$ cat config.mk
export PLATFORM = sky130hd
export DESIGN_NAME = eep_ifc_flat
export DESIGN_NICKNAME = d
export VERILOG_FILES = /design/src/rtl/eep_ifc_if.sv /design/src/rtl/eep_ifc.sv /design/src/flat_wrapper.sv
export SDC_FILE = /design/constraint.sdc
export NUM_CORES = 1
export LEC_CHECK = 0
export ABC_AREA = 1
export CAP_MARGIN = 20
export CORE_MARGIN = 2
export CORE_UTILIZATION = 25
export CTS_CLUSTER_SIZE = 16
export DETAILED_ROUTE_END_ITERATION = 10
export SYNTH_ARGS = -nofsm -noshare
export SYNTH_HDL_FRONTEND = slang
export SYNTH_SLANG_ARGS = --single-unit
$ cat constraint.sdc
create_clock -name clk -period 1.5 [get_ports clk]
set_input_delay 0.3 -clock clk [delete_from_list [all_inputs] [get_ports clk]]
set_output_delay 0.3 -clock clk [all_outputs]
set_load 0.03 [all_outputs]
$ cat src/rtl/eep_ifc_if.sv
// Bundle between the command processor / EEPROM pins and the eep_ifc sequencer.
// slave is the sequencer's view; master is everything around it.
interface eep_ifc_if;
   logic        rd_req;
   logic        wr_req;
   logic [1:0]  addr;
   logic [13:0] wr_data;
   logic [13:0] eep_rd_data;
   logic [1:0]  eep_addr;
   logic        eep_cs_n;
   logic        eep_r_w_n;
   logic        chrg_pmp_en;
   logic [13:0] dst;
   logic [13:0] rd_data;
   logic        busy;
   logic        done;

   modport slave (
      input  rd_req, wr_req, addr, wr_data, eep_rd_data,
      output eep_addr, eep_cs_n, eep_r_w_n, chrg_pmp_en, dst, rd_data, busy, done
   );

   modport master (
      output rd_req, wr_req, addr, wr_data, eep_rd_data,
      input  eep_addr, eep_cs_n, eep_r_w_n, chrg_pmp_en, dst, rd_data, busy, done
   );
endinterface

$ cat src/rtl/eep_ifc.sv
// EEPROM bus sequencer: turns one-cycle read/write requests into timed EEPROM
// cycles, including the charge-pump pulse on writes. All outputs registered.
module eep_ifc #(
   parameter int PUMP_CYCLES = 1500000,
   parameter int CNT_W       = 21
) (
   input  logic       clk,
   input  logic       rst_n,
   eep_ifc_if.slave   bus
);

   typedef enum logic [2:0] {
      IDLE     = 3'd0,
      RD_ADDR  = 3'd1,
      RD_CAP   = 3'd2,
      WR_SETUP = 3'd3,
      PUMP     = 3'd4,
      WR_HOLD  = 3'd5
   } state_t;

   localparam logic [CNT_W-1:0] PUMP_LAST = CNT_W'(PUMP_CYCLES - 1);

   state_t             state;
   logic [CNT_W-1:0]   cnt;
   logic [1:0]         eep_addr_q;
   logic               cs_n_q;
   logic               r_w_n_q;
   logic               chrg_q;
   logic [13:0]        dst_q;
   logic [13:0]        rd_data_q;
   logic               busy_q;
   logic               done_q;

   always_ff @(posedge clk or negedge rst_n) begin
      if (!rst_n) begin
         state      <= IDLE;
         cnt        <= '0;
         eep_addr_q <= 2'd0;
         cs_n_q     <= 1'b1;
         r_w_n_q    <= 1'b1;
         chrg_q     <= 1'b0;
         dst_q      <= 14'd0;
         rd_data_q  <= 14'd0;
         busy_q     <= 1'b0;
         done_q     <= 1'b0;
      end else begin
         done_q <= 1'b0;
         case (state)
            IDLE: begin
               // write wins over a simultaneous read; the read is dropped silently
               if (bus.wr_req) begin
                  eep_addr_q <= bus.addr;
                  dst_q      <= bus.wr_data;
                  cs_n_q     <= 1'b0;
                  r_w_n_q    <= 1'b0;
                  busy_q     <= 1'b1;
                  state      <= WR_SETUP;
               end else if (bus.rd_req) begin
                  eep_addr_q <= bus.addr;
                  cs_n_q     <= 1'b0;
                  r_w_n_q    <= 1'b1;
                  busy_q     <= 1'b1;
                  state      <= RD_ADDR;
               end
            end
            RD_ADDR: state <= RD_CAP;
            RD_CAP: begin
               rd_data_q <= bus.eep_rd_data;
               done_q    <= 1'b1;
               cs_n_q    <= 1'b1;
               busy_q    <= 1'b0;
               state     <= IDLE;
            end
            WR_SETUP: begin
               cnt    <= '0;
               chrg_q <= 1'b1;
               state  <= PUMP;
            end
            PUMP: begin
               // counter only advances here and exits before it can wrap
               if (cnt == PUMP_LAST) begin
                  chrg_q <= 1'b0;
                  state  <= WR_HOLD;
               end else begin
                  cnt <= cnt + 1'b1;
               end
            end
            WR_HOLD: begin
               done_q  <= 1'b1;
               cs_n_q  <= 1'b1;
               r_w_n_q <= 1'b1;
               busy_q  <= 1'b0;
               state   <= IDLE;
            end
            default: begin
               cs_n_q  <= 1'b1;
               r_w_n_q <= 1'b1;
               chrg_q  <= 1'b0;
               busy_q  <= 1'b0;
               state   <= IDLE;
            end
         endcase
      end
   end

   assign bus.eep_addr    = eep_addr_q;
   assign bus.eep_cs_n    = cs_n_q;
   assign bus.eep_r_w_n   = r_w_n_q;
   assign bus.chrg_pmp_en = chrg_q;
   assign bus.dst         = dst_q;
   assign bus.rd_data     = rd_data_q;
   assign bus.busy        = busy_q;
   assign bus.done        = done_q;

   // pump must only ever fire inside a selected write cycle
   a_pump_in_write: assert property (@(posedge clk) disable iff (!rst_n)
      chrg_q |-> (!cs_n_q && !r_w_n_q));
   a_done_single: assert property (@(posedge clk) disable iff (!rst_n)
      done_q |=> !done_q);

endmodule

$ cat src/flat_wrapper.sv
// flat-port wrapper written by rule: the top's interface ports become plain ports
module eep_ifc_flat 
#(
   parameter int PUMP_CYCLES = 1500000,
   parameter int CNT_W       = 21
)
  (clk, rst_n, bus_rd_req, bus_wr_req, bus_addr, bus_wr_data, bus_eep_rd_data, bus_eep_addr, bus_eep_cs_n, bus_eep_r_w_n, bus_chrg_pmp_en, bus_dst, bus_rd_data, bus_busy, bus_done);
  eep_ifc_if bus_i ();
  input  logic clk;
  input  logic rst_n;
  input wire logic [$bits(bus_i.rd_req)-1:0] bus_rd_req;
  input wire logic [$bits(bus_i.wr_req)-1:0] bus_wr_req;
  input wire logic [$bits(bus_i.addr)-1:0] bus_addr;
  input wire logic [$bits(bus_i.wr_data)-1:0] bus_wr_data;
  input wire logic [$bits(bus_i.eep_rd_data)-1:0] bus_eep_rd_data;
  output wire logic [$bits(bus_i.eep_addr)-1:0] bus_eep_addr;
  output wire logic [$bits(bus_i.eep_cs_n)-1:0] bus_eep_cs_n;
  output wire logic [$bits(bus_i.eep_r_w_n)-1:0] bus_eep_r_w_n;
  output wire logic [$bits(bus_i.chrg_pmp_en)-1:0] bus_chrg_pmp_en;
  output wire logic [$bits(bus_i.dst)-1:0] bus_dst;
  output wire logic [$bits(bus_i.rd_data)-1:0] bus_rd_data;
  output wire logic [$bits(bus_i.busy)-1:0] bus_busy;
  output wire logic [$bits(bus_i.done)-1:0] bus_done;
  assign bus_i.rd_req = bus_rd_req;
  assign bus_i.wr_req = bus_wr_req;
  assign bus_i.addr = bus_addr;
  assign bus_i.wr_data = bus_wr_data;
  assign bus_i.eep_rd_data = bus_eep_rd_data;
  assign bus_eep_addr = bus_i.eep_addr;
  assign bus_eep_cs_n = bus_i.eep_cs_n;
  assign bus_eep_r_w_n = bus_i.eep_r_w_n;
  assign bus_chrg_pmp_en = bus_i.chrg_pmp_en;
  assign bus_dst = bus_i.dst;
  assign bus_rd_data = bus_i.rd_data;
  assign bus_busy = bus_i.busy;
  assign bus_done = bus_i.done;
  eep_ifc #(.PUMP_CYCLES(PUMP_CYCLES), .CNT_W(CNT_W)) u_core (.clk(clk), .rst_n(rst_n), .bus(bus_i));
endmodule
==> flow_summary_export.csv, run 1 <==
group,metric,value,unit
floorplan,fp.dieW,111.5,µm
routing,viasPerCell,4.373,
power_and_ir_drop,power_frac_comb,44.1,%
yosys,yosysSeqAreaShare,51.17,%
critical_path,worstSetupPathType,"flop to flop",
placement,dpl_cell_area,3921,µm²
global_route,grt_overflow,0,
placement,portBuffers,68,
global_route,grt_pass1_wl,12140,µm
sta,setup_viol,0,
layout,final_cell_area,4359,µm²
sta,fin_ws,1.400,ps
yosys,ys_types,29,
placement,dp_hpwl,5229,µm
sta,worst_pin_slew,331.0,ps
yosys,synthDominantCellAreaShare,49.35,%
floorplan,dieArea,12440,µm²
power_and_ir_drop,irDropWorstVdd,0.001122,V
routing,wl,7176,µm
clock_tree,clock_sinks,59,
power_and_ir_drop,power_density,1856,nW/µm²
critical_path,cp.arrival,1710,ps
clock_tree,cts_tree,"yes",
clock_tree,cts_buffers,9,
power_and_ir_drop,power.share.sequential,30.3,%
global_route,grt_pass1_vias,2698,
clock_tree,clockBufferDepth,2,
sta,rsz0062_at_grt,"true",
yosys,syn_inst,351,
power_and_ir_drop,cell_internal_pwr,0.004849,W
critical_path,path_max_fanout,6,
yosys,yosysWarnings,0,
floorplan,initial_core_util,25.42,%
routing,drt-initial-drc-count,49,
critical_path,crit_path_end_kind,"flop",
yosys,ys_top_cells_by_area,"dfrtp_1 49%, nand2_1 17%, mux2_2 5.5%, nor2_1 4.7%, nand3_1 4.3%",
routing,wire_per_inst,11.94,µm
power_and_ir_drop,switching_power,0.003243,W
min_path,hold_path.class,"input pin to asynchronous set/reset pin",
global_route,antenna_found_initial,0,
run_status,status,"finished clean",
power_and_ir_drop,total_leakage_power,2.149,nW
sta,finalSetupTns,0,ps
global_route,grtUsageTotal,11.92,%
global_route,grt_start_max_net_pins,15,
sta,max-slew-margin-rel,78.02,%
sta,final_max_slew_viol_count,0,
layout,diodes,0,
critical_path,cp.required,1710,ps
sta,timing_hold_violations_final,0,
layout,layout-drive-gt1-share,25.33,%
floorplan,num_io_pins,69,
yosys,ys_async_sr_fraction,100.0,%
clock_tree,clock-root-buffer,"clkbuf_16",
sta,fmax,0.6673,GHz
power_and_ir_drop,p_sw_share,40.08,%
routing,routed-via-count,2628,
sta,skew,4.328,ps
yosys,synth_area_per_cell,8.234,µm²
sta,final.min_clock_period,1499,ps
placement,gp_congestion,0.8311,
yosys,synthFlopType,"dfrtp_1",
placement,preCtsSetupSlack,-129.9,ps
critical_path,startpoint_type,"flop",
yosys,synth_common_cells,"132 x nand2_1, 57 x dfrtp_1, 36 x nor2_1",
floorplan,rows,39,
power_and_ir_drop,p_clk_share,25.6,%
yosys,syn-num-nets,386,
routing,drc,0,
routing,ant_nets,0,
sta,fin_crit_sh,99.91,%
floorplan,core_area,11370,µm²
yosys,syn-cell-area,2890,µm²
yosys,yosysTopAreaCell,"dfrtp_1",
yosys,synthMostInstantiatedCell,"nand2_1",
yosys,synth-edff-count,0,
floorplan,die_h,111.5,µm
clock_tree,clk_pin_slew,60,ps
yosys,yosys_register_bits,59,
layout,area_growth,50.82,%
layout,fin_nets,488,
routing,drtPass1Iterations,4,
clock_tree,clk_latency,320,ps
flow_run,cap_viol_max_count,0,
clock_tree,htreeDepth,3,
power_and_ir_drop,p_total,0.008092,W
-- what timing repair did --
item	CTS	global route
buffers inserted	0	1
gates cloned	0	1
hold buffers	1	0
gates resized for setup	40	38
setup endpoints to repair	55	25
pin swaps	1	11
hold endpoints to repair	7	0
-- cells in the final DEF (no fill, tap or decap), types with 5 or more instances in the layout --
cell type        instances
nor2_2                  11
dlygate4sd2_1           33
clkdlybuf4s50_1         32
buf_4                   24
dfrtp_1                 55
o21ai_2                  5
mux2_2                  14
clkbuf_16               10
nand2_1                122
nand4_1                  7
nor2_1                  25
inv_1                   27
nand2_2                 10
o21ai_0                  6
inv_2                    6
nand3_1                 22
-- flip-flops by register name, indices dropped and copies added (netlist names), 2 cells and up --
register             count
u_core.bus.rd_data      14
u_core.bus.eep_addr      2
u_core.cnt              21
u_core.bus.dst          14
u_core.state             3
-- through the flow --
stage | util [%] | hold WS, ps | cells
final | 38.34 | 415.3 | 601
after global routing | 38.34 | 443.4 | 601
after CTS | 37.06 | 419.9 | 599
after detailed placement | 34.49 | 211.5 | 582
after global placement | 34.49 | 211.6 | 582
after floorplan | - | 4.409 | 351
-- power by group through the flow --
stage                     registers, W  logic, W  clock network (W)
after global routing           0.00253   0.00387            0.00219
after CTS                      0.00246   0.00344            0.00211
after detailed placement       0.00248   0.00370                  0
final                          0.00245   0.00357            0.00207
after floorplan                0.00337   0.00128                  0
after global placement         0.00247   0.00366                  0
-- cell type report --
class	instances	area, µm²
sequential	59	1481
clock inverter	5	61.31
inverter	35	138.9
multi-input combinational	251	1349
fill	1140	7010
tap	143	178.9
timing repair buffer	97	907.1
clock buffer	11	242.7
-- path summary, 6_finish.rpt --
kind,slack [ps],end,start,cells past startpoint
setup reg to reg,1,u_core.cnt[14],u_core.cnt[0],11
max in group asynchronous,600,u_core.cnt[9],rst_n,3
min in group clk,470,u_core.bus.dst[9],u_core.bus.dst[9],2
hold reg to reg,470,u_core.bus.dst[9],u_core.bus.dst[9],2
setup / recovery,1,u_core.cnt[14],u_core.cnt[0],11
hold / removal,420,u_core.bus.rd_data[7],rst_n,2
-- logic make-up after synthesis --
logic type               Yosys count  synth area share (%)
adder cells (fa/ha/maj)            1                0.4328
AO/OA/AOI/OAI                     17                 3.809
flip-flops                        59                 51.17
XOR/XNOR                           4                 1.212
multiplexers                      14                 5.455
AND/OR/NAND/NOR                  215                 31.99
buffers and inverters             41                 5.931
-- layer usage --
layer,track usage [%],wire length (µm),vias to the layer above
met5,0,0,-
met4,5.926,153,0
met3,3.212,360,16
met2,19.11,3402,65
met1,14.87,3259,1233
li1,-,-,1314
-- critical path, cell delays in order, from the launching register on --
cell	delay, ps
dfrtp_1	360
ha_2	200
nand2_2	80
inv_2	90
nand2_4	60
nor2_4	90
nand3_4	90
nand2_4	80
nand2_4	80
buf_8	150
nand2_1	60
nand2_1	50
Power figures use the tool's default switching activity.
==> inputs of run 2 (changes only) <==
--- a/config.mk
+++ b/config.mk
@@ -6,7 +6,8 @@
 export NUM_CORES = 1
 export LEC_CHECK = 0
 export ABC_AREA = 1
-export CAP_MARGIN = 20
+export ABC_CLOCK_PERIOD_IN_PS = 1500
+export CAP_MARGIN = 5
 export CORE_MARGIN = 2
 export CORE_UTILIZATION = 25
 export CTS_CLUSTER_SIZE = 16
==> results of run 2 <==
Final layout, timing and power as in run 1 (identical DEF).
